### src/rtl/mmio_host_dev_pkg.sv
// Shared constants for the host-services MMIO block: register offsets, STATUS bit layout.
package mmio_host_dev_pkg;

  // Bus data/address width of the core.
  localparam int unsigned XLEN = 32;

  // Word offsets (adr[4:2]) inside the 32-byte window.
  localparam logic [2:0] MMIO_EXIT     = 3'd0;
  localparam logic [2:0] MMIO_CONSOLE  = 3'd1;
  localparam logic [2:0] MMIO_STATUS   = 3'd2;
  localparam logic [2:0] MMIO_CYCLE_LO = 3'd3;
  localparam logic [2:0] MMIO_CYCLE_HI = 3'd4;

  // STATUS register layout.
  localparam int unsigned STATUS_EMPTY_BIT = 0;
  localparam int unsigned STATUS_FULL_BIT  = 1;
  localparam int unsigned STATUS_OVF_BIT   = 2;
  localparam int unsigned STATUS_COUNT_LSB = 8;

  // Pack the STATUS word; occupancy is carried in an 8-bit field.
  function automatic logic [XLEN-1:0] status_word(input logic       empty,
                                                   input logic       full,
                                                   input logic       ovf,
                                                   input logic [7:0] count);
    logic [XLEN-1:0] w;
    w = '0;
    w[STATUS_EMPTY_BIT] = empty;
    w[STATUS_FULL_BIT] = full;
    w[STATUS_OVF_BIT] = ovf;
    w[STATUS_COUNT_LSB +: 8] = count;
    return w;
  endfunction

endpackage

### src/rtl/sync_fifo.sv
// Synchronous FIFO; a push while full is accepted only when a pop frees a slot in the same cycle.
module sync_fifo #(
  parameter int unsigned width = 8,
  parameter int unsigned depth = 16
) (
  input  logic                   clk,
  input  logic                   rst_n,
  input  logic                   push,
  input  logic [width-1:0]       wdata,
  input  logic                   pop,
  output logic [width-1:0]       rdata,
  output logic                   full,
  output logic                   empty,
  output logic [$clog2(depth):0] count
);

  localparam int unsigned AddrW = $clog2(depth);
  localparam logic [AddrW:0] DepthCnt = (AddrW + 1)'(depth);

  logic [width-1:0] mem_q [depth];
  logic [AddrW-1:0] wr_ptr_q, rd_ptr_q;
  logic [AddrW:0]   count_q;
  logic             do_push, do_pop;

  assign empty   = (count_q == '0);
  assign full    = (count_q == DepthCnt);
  assign do_pop  = pop & ~empty;
  assign do_push = push & (~full | do_pop);
  assign rdata   = mem_q[rd_ptr_q];
  assign count   = count_q;

  // Pointer and occupancy bookkeeping; pointers wrap naturally at a power-of-two depth.
  always_ff @(posedge clk) begin
    if (!rst_n) begin
      wr_ptr_q <= '0;
      rd_ptr_q <= '0;
      count_q  <= '0;
    end else begin
      if (do_push) wr_ptr_q <= wr_ptr_q + 1'b1;
      if (do_pop)  rd_ptr_q <= rd_ptr_q + 1'b1;
      if (do_push && !do_pop)      count_q <= count_q + 1'b1;
      else if (do_pop && !do_push) count_q <= count_q - 1'b1;
    end
  end

  // Storage; contents are don't-care while empty so no reset is needed.
  always_ff @(posedge clk) begin
    if (do_push) mem_q[wr_ptr_q] <= wdata;
  end

endmodule

### src/rtl/mmio_host_dev.sv
// Host-services MMIO responder: EXIT register, console FIFO, coherent 64-bit cycle counter.
module mmio_host_dev
  import mmio_host_dev_pkg::*;
#(
  parameter int unsigned     xlen         = XLEN,
  parameter logic [xlen-1:0] base_address = 32'h30000,
  parameter int unsigned     fifo_depth   = 16
) (
  input  logic            clk,
  input  logic            rst_n,
  input  logic            r_v,
  input  logic            w_v,
  input  logic [xlen-1:0] adr,
  input  logic [xlen-1:0] data,
  input  logic [3:0]      strobe,
  output logic [xlen-1:0] resp,
  output logic            resp_valid,
  output logic [7:0]      tx_data,
  output logic            tx_valid,
  input  logic            tx_ready,
  output logic            exit_v,
  output logic [xlen-1:0] exit_code
);

  localparam int unsigned CntW = $clog2(fifo_depth) + 1;

  logic            resp_valid_q, exit_v_q;
  logic [xlen-1:0] resp_q, exit_code_q, exit_code_d;
  logic [xlen-1:0] cyc_hi_q;
  logic [63:0]     cycle_q;
  logic            ovf_q, ovf_d;

  logic            hit, is_wr, is_rd;
  logic [2:0]      off;
  logic [xlen-1:0] rd_data;
  logic            push, pop, ovf_set, ovf_clr, snap_hi;
  logic            fifo_full, fifo_empty;
  logic [7:0]      fifo_head;
  logic [CntW-1:0] fifo_count;

  // Byte offset within a word plays no part in decode.
  logic unused_adr;
  assign unused_adr = ^adr[1:0];

  assign hit   = (r_v | w_v) & (adr[xlen-1:5] == base_address[xlen-1:5]);
  assign off   = adr[4:2];
  assign is_wr = hit & w_v;           // write wins when both r_v and w_v are set
  assign is_rd = hit & ~w_v;

  assign pop     = ~fifo_empty & tx_ready;
  assign push    = is_wr & (off == MMIO_CONSOLE) & strobe[0];
  // A full FIFO still accepts a push when a pop drains a slot in the same cycle.
  assign ovf_set = push & fifo_full & ~pop;
  assign ovf_clr = is_wr & (off == MMIO_STATUS) & strobe[0] & data[STATUS_OVF_BIT];
  assign snap_hi = is_rd & (off == MMIO_CYCLE_LO);

  // Read mux, EXIT byte merge and overflow next-state.
  always_comb begin
    rd_data = '0;
    case (off)
      MMIO_EXIT:     rd_data = exit_code_q;
      MMIO_STATUS:   rd_data = status_word(fifo_empty, fifo_full, ovf_q, 8'(fifo_count));
      MMIO_CYCLE_LO: rd_data = cycle_q[31:0];
      MMIO_CYCLE_HI: rd_data = cyc_hi_q;
      default:       rd_data = '0;
    endcase

    exit_code_d = exit_code_q;
    if (is_wr && off == MMIO_EXIT) begin
      for (int i = 0; i < 4; i++) begin
        if (strobe[i]) exit_code_d[8*i +: 8] = data[8*i +: 8];
      end
    end

    ovf_d = ovf_q;
    if (ovf_set) ovf_d = 1'b1;
    if (ovf_clr) ovf_d = 1'b0;
  end

  // Registered response path, EXIT, overflow flag, counter and hi snapshot.
  always_ff @(posedge clk) begin
    if (!rst_n) begin
      resp_valid_q <= 1'b0;
      resp_q       <= '0;
      exit_v_q     <= 1'b0;
      exit_code_q  <= '0;
      ovf_q        <= 1'b0;
      cycle_q      <= '0;
      cyc_hi_q     <= '0;
    end else begin
      resp_valid_q <= hit;
      resp_q       <= is_rd ? rd_data : '0;
      exit_v_q     <= is_wr & (off == MMIO_EXIT);
      exit_code_q  <= exit_code_d;
      ovf_q        <= ovf_d;
      cycle_q      <= cycle_q + 64'd1;
      if (snap_hi) cyc_hi_q <= cycle_q[63:32];
    end
  end

  sync_fifo #(
    .width (8),
    .depth (fifo_depth)
  ) u_fifo (
    .clk   (clk),
    .rst_n (rst_n),
    .push  (push),
    .wdata (data[7:0]),
    .pop   (pop),
    .rdata (fifo_head),
    .full  (fifo_full),
    .empty (fifo_empty),
    .count (fifo_count)
  );

  assign resp       = resp_q;
  assign resp_valid = resp_valid_q;
  assign exit_v     = exit_v_q;
  assign exit_code  = exit_code_q;
  assign tx_valid   = ~fifo_empty;
  assign tx_data    = fifo_empty ? 8'h00 : fifo_head;

endmodule

### config.mk
export PLATFORM = sky130hd
export DESIGN_NAME = mmio_host_dev
export DESIGN_NICKNAME = d
export VERILOG_FILES = /design/src/rtl/mmio_host_dev_pkg.sv /design/src/rtl/sync_fifo.sv /design/src/rtl/mmio_host_dev.sv
export SDC_FILE = /design/constraint.sdc
export NUM_CORES = 1
export LEC_CHECK = 0
export CELL_PAD_IN_SITES_DETAIL_PLACEMENT = 0
export CELL_PAD_IN_SITES_GLOBAL_PLACEMENT = 1
export CORE_ASPECT_RATIO = 0.7
export CORE_MARGIN = 2
export CORE_UTILIZATION = 47
export CTS_BUF_LIST = sky130_fd_sc_hd__clkbuf_8
export DETAILED_ROUTE_END_ITERATION = 16
export PLACE_DENSITY_LB_ADDON = 0.15
export SYNTH_ARGS = -nofsm -noshare
export SYNTH_HDL_FRONTEND = slang
export SYNTH_SLANG_ARGS = --single-unit
### constraint.sdc
create_clock -name clk -period 3.6 [get_ports clk]
set_input_delay 0.36 -clock clk [delete_from_list [all_inputs] [get_ports clk]]
set_output_delay 0.36 -clock clk [all_outputs]
set_load 0.03 [all_outputs]
After elaboration in Yosys (flattened, before gate mapping)
Memories as Yosys holds them, arrays and structs flattened. A register that Yosys moved wholly into a read port is not among the register bits.
Index checks and enable logic that the tools add are counted.
Widths: inputs -> output; s select.
Cells by class
  add/subtract/negate cells: 5
  eq/ne operators: 6
  multiplexer cells: 8
  bitwise logic cells: 22
  reductions and logical operators: 14
Operators with widths (count)
  $pmux 32 s4: 1
  $add 64x1->64 const B: 1
  $eq 27x13->1 const B: 1
  $and 1x1->1: 15
  $mux 5: 2
  $reduce_and 2->1: 5
  $add 4x1->4 const B: 2
  $mux 4: 2
  $mux 8: 1
  $eq 3x2->1 const B: 2
  $add 5x1->5 const B: 1
  $eq 5x5->1 const B: 1
  $logic_not 5->1: 1
  $not 1->1: 5
  $sub 5x1->5 const B: 1
  $eq 3x1->1 const B: 1
  $eq 3x3->1 const B: 1
  $logic_and 1x1->1: 3
  $logic_not 3->1: 1
  $logic_not 1->1: 2
  $mux 1: 2
  $or 1x1->1: 2
  $reduce_bool 2->1: 1
  $reduce_or 2->1: 1
Storage, ports and cells
  register bits: 176
  memory bits (writable): 128
  input port bits: 73
  output and inout port bits: 75
  word-level logic and storage cells: 69
  memories: 1
Memories
  u_fifo.mem_q: words 16, width 8, rd ports 1, clocked after Yosys merged registers in 1, write ports 1, RTL line sync_fifo.sv:20  | logic [width-1:0] mem_q [depth];

Depth between registers and ports, before layout
  word-level depth: 10
  mapped depth: 12
  depth with buffers taken out: 12

Hierarchy
Synthesis repeated with hierarchy kept, for this count alone.
Unflattened totals
  cell total of the unflattened synthesis: 1076
  area, all modules: 12759.7 µm²
By module, submodules not included
  mmio_host_dev: times used 1, cells each 766, area an instance 6981.7 µm², sequential area each 3263.1 µm²
  sync_fifo: times used 1, cells each 310, area an instance 5778.0 µm², sequential area each 4184.0 µm²

Worst setup path after synthesis
No wires, ideal clock.
  path kind: input-to-reg
  start point: input adr[19]
  end point: register u_fifo.count_q[4], in the netlist u_fifo.count[4]
  setup time: 70 ps
  arrival: 3033 ps
  required time: 3530 ps
  slack: 497 ps
  stages: 11
  path buffers: 0
  cell sequence: nor4_2 > nand4_4 > nor4_4 > ha_1 > inv_1 > fa_1 > a21o_1 > a21oi_1 > xnor2_1 > or3_1 > a21oi_1
On the way
  cells in the longest elaborated chain, start to end: 9
  elaborated cells on any way between the ends: 11
  classes of those cells: eq/ne: 1; mux: 1; bitwise: 5; reduce/logical: 4
RTL lines
  from (decl): RTL line mmio_host_dev.sv:13  | input logic [xlen-1:0] adr,
  $eq 27x13->1 *: RTL line mmio_host_dev.sv:45  | assign hit = (r_v | w_v) & (adr[xlen-1:5] == base_address[xlen-1:5]);
  $and 1x1->1 *: RTL line mmio_host_dev.sv:45
  $and 1x1->1 *: RTL line mmio_host_dev.sv:47  | assign is_wr = hit & w_v;
  $and 1x1->1 * (2 in series): RTL line mmio_host_dev.sv:51  | assign push = is_wr & (off == MMIO_CONSOLE) & strobe[0];
  $and 1x1->1 *: RTL line sync_fifo.sv:28  | assign do_push = push & (~full | do_pop);
  named net u_fifo.do_push: RTL line sync_fifo.sv:23  | logic do_push, do_pop;
  $logic_not 1->1: RTL line sync_fifo.sv:42  | else if (do_pop && !do_push) count_q <= count_q - 1'b1;
  $logic_and 1x1->1: RTL line sync_fifo.sv:42
  $reduce_bool 2->1 (no line)
  to (signal assigned): RTL line sync_fifo.sv:41  | if (do_push && !do_pop) count_q <= count_q + 1'b1;
  to (signal assigned): RTL line sync_fifo.sv:42
  to (decl): RTL line sync_fifo.sv:22  | logic [AddrW:0] count_q;
The timed path passes the listed nets; every way through them passes the cells marked *.
A chain may end at the register's enable or synchronous reset.

==> impl_metrics.json <==
{
  "status": "finished, final reports clean",
  "min_path_type": "input port to register",
  "ff2ff_path_depth": 11,
  "drt_pass1_iterations": 5,
  "nets": 1346,
  "vias_per_cell": 5.62,
  "cts_buffers": 48,
  "arrival_ns": 3.07,
  "cpPeakStageDelay_ns": 0.60,
  "finalCritPeriodShare": 0.953,
  "leakage_uw": 0.00545,
  "grt_pass1_vias": 8784,
  "cts_tree": "built",
  "core_sq_um": 26800,
  "vias": 9336,
  "swShare": 0.219,
  "max_freq_mhz": 291,
  "crit_chain": "buf_12 > mux4_2 > mux4_2 > and2_1 > clkdlybuf4s50_1",
  "fin_util": 0.589,
  "die_w_um": 202,
  "path_class": "register to output pin",
  "totalNegativeSetupSlack_ns": 0,
  "antenna_found_initial": 1,
  "diodes": 0,
  "power_density_nw_per_um2": 421,
  "synth_cell_types": 50,
  "drive_gt1_frac": 0.153,
  "multi_input_area_sq_um": 5170,
  "start_util": 0.481,
  "num-fill-cells": 2242,
  "p_int_uw": 5190,
  "portBuffers": 145,
  "synth_nets": 1170,
  "grt_util_all_layers": 0.244,
  "dp_slack_ns": 0.0734,
  "tightest_slew_ns": 0.950,
  "seq_power_share": 0.547,
  "p_switching_uw": 1450,
  "rsz0062_at_grt": "no",
  "wire_per_inst_um": 21.0,
  "hold_viol": 0,
  "die_area_sq_um": 28800,
  "drtIter0Drc": 776,
  "synthFlopType": "dfxtp_1",
  "rows": 50,
  "cap_violations": 0,
  "reg2reg_slack_ns": 0.37,
  "chipHeight_um": 143,
  "post_cts_buffers": 0,
  "overflow": 0,
  "path_delay_family": "multiplexers",
  "hpwl_um": 23900,
  "skew_ns": 0.0201,
  "p_comb_frac": 0.031,
  "pwr-share-clk": 0.422,
  "clk_pin_slew_ns": 0.06,
  "crit_slowest_cell": "mux4_2",
  "drc": 0,
  "synth_warnings": 0,
  "grt_max_degree": 83,
  "hold-path-cell-count": 3,
  "cp_num_cells": 5,
  "peakVddDrop_mv": 0.201,
  "seqCellArea_sq_um": 7450,
  "place_congestion": 0.825,
  "async_flop_share": 0,
  "root_buffer": "clkbuf_8",
  "setup_violations": 0,
  "clk-insertion-delay-late_ns": 0.57,
  "avgSynthCellArea_sq_um": 11.9,
  "crit_top_cell": "mux4_2",
  "cp.buffers_inverters": 2,
  "cts.repair.resized": 0,
  "area_delta_synth_final_pct": 22.6,
  "ys_seq_area_frac": 0.577,
  "relSlewSlack": 0.367,
  "fin_crit_ns": 3.43,
  "end_kind": "output pin",
  "fin_cells": 1661,
  "crit_required_ns": 3.24,
  "placed_cells": 1576,
  "timing.final.ws_setup_ns": 0.168,
  "crit_fanout": 32,
  "cts.sinks": 308,
  "slew_violations": 0,
  "hold_buffers": 0,
  "io_pins": 148,
  "htree_levels": 2,
  "wl_um": 34800,
  "synth_edf_count": 128,
  "grt_first_pass_wirelength_um": 53100,
  "timing.hold.ws_ns": 0.352,
  "ys_ff_latch": 308,
  "clock_tree.buffer_depth": 3,
  "syn_inst": 1086,
  "ant_nets": 0,
  "start_kind": "register",
  "synth_area_sq_um": 12900
}
final timing paths:
path,start,endpoint
setup / recovery,register,tx_data[7]
hold reg to reg,cyc_hi_q[24],cyc_hi_q[24]
hold / removal,rst_n,cycle_q[0]
setup reg to reg,u_fifo.count[1],u_fifo.count[4]
stage by stage:
stage	power, uW	cell area (sq um)
after CTS	6710	15800
after global routing	6880	15800
after global placement	3910	14900
after floorplan	3780	12900
after detailed placement	3920	14900
final	6650	15800
flip-flops by register name (all words and copies together) (netlist names), named ones only:
| name | flops |
|---|---|
| u_fifo.mem_q | 128 |
| cycle_q | 64 |
| cyc_hi_q | 32 |
| exit_code | 32 |
| resp | 32 |
| u_fifo.count | 5 |
| u_fifo.rd_ptr_q | 4 |
| u_fifo.wr_ptr_q | 4 |
| exit_v | 1 |
| ovf_q | 1 |
| resp_valid | 1 |
worst reg2reg max path, cell delays in order (launching register included):
cell and delay (ns):
dfxtp_1 0.33, or4_1 0.57, nor3_1 0.58, nor4_4 0.10, ha_1 0.25, inv_1 0.15
ha_1 0.29, a21o_1 0.17, a21oi_1 0.18, xnor2_1 0.09, or3_1 0.30, a21oi_1 0.14
power by group through the flow:
stage / Sequential, uW / Clock, uW / Combinational (uW)
final: 3640 / 2800 / 205
after floorplan: 3710 / 0 / 64.7
after CTS: 3640 / 2870 / 204
after global placement: 3710 / 0 / 201
after global routing: 3640 / 3020 / 218
after detailed placement: 3710 / 0 / 203
layout make-up:
type | count | share of cell area
clock buffers | 59 | 0.0514
clock inverters | 26 | 0.00673
inverters | 15 | 0.00364
multi-input cells | 704 | 0.327
flip-flops and latches | 308 | 0.471
well taps | 364 | 0.0288
repair buffers | 185 | 0.111
routing by layer:
metal | up-vias | track usage | share of wire
met1 | 4538 | 0.402 | 0.51
met2 | 403 | 0.308 | 0.38
li1 | 4365 | - | -
met4 | 0 | 0.0480 | 0.010
met5 | - | 0 | 0
met3 | 30 | 0.0673 | 0.10
synthesized netlist by cell type (5+ instances only):
cell      number  area share
a21oi_1       29       0.011
a221oi_1       6      0.0041
a22oi_1       30       0.017
and2_1        21       0.010
and3_1        11      0.0053
and4_1         8      0.0054
buf_1          6      0.0017
buf_2         10      0.0039
clkbuf_1      43       0.013
dfxtp_1      180        0.28
edfxtp_1     128        0.30
ha_1          10      0.0097
inv_1         15      0.0044
mux2_2        26       0.023
mux2i_1       37       0.029
mux4_2        40       0.070
nand2_1       61       0.018
nand3_1       89       0.035
nand4_1       28       0.014
nor2_1       141       0.041
nor3_1        20      0.0078
nor4_4         6      0.0099
o21ai_0       21      0.0081
o31ai_1        6      0.0035
or3_1         20      0.0097
or4_1          5      0.0029
xnor2_1       23       0.016
xor2_1        26       0.018
cells in the final DEF (no fill, tap or decap), drive strengths merged, types with 30 or more instances in the layout:
master,n
buf,41
nand3,89
clkdlybuf4s50,144
nor2,142
clkbuf,59
edfxtp,128
nand4,32
dfxtp,180
nand2,61
mux4,40
inv,33
mux2i,37
a22oi,30
logic make-up (layout without fill, tap and decap cells):
family	Yosys count	after routing	share of synthesized area
flip-flops	308	308	0.577
AND/OR/NAND/NOR	440	440	0.182
adder cells (fa/ha/maj)	11	11	0.0113
multiplexers	103	103	0.121
XOR/XNOR	49	49	0.0333
AO/OA/AOI/OAI	101	101	0.0519
buffers and inverters	74	285	0.0225
Power figures use the tool's default switching activity.
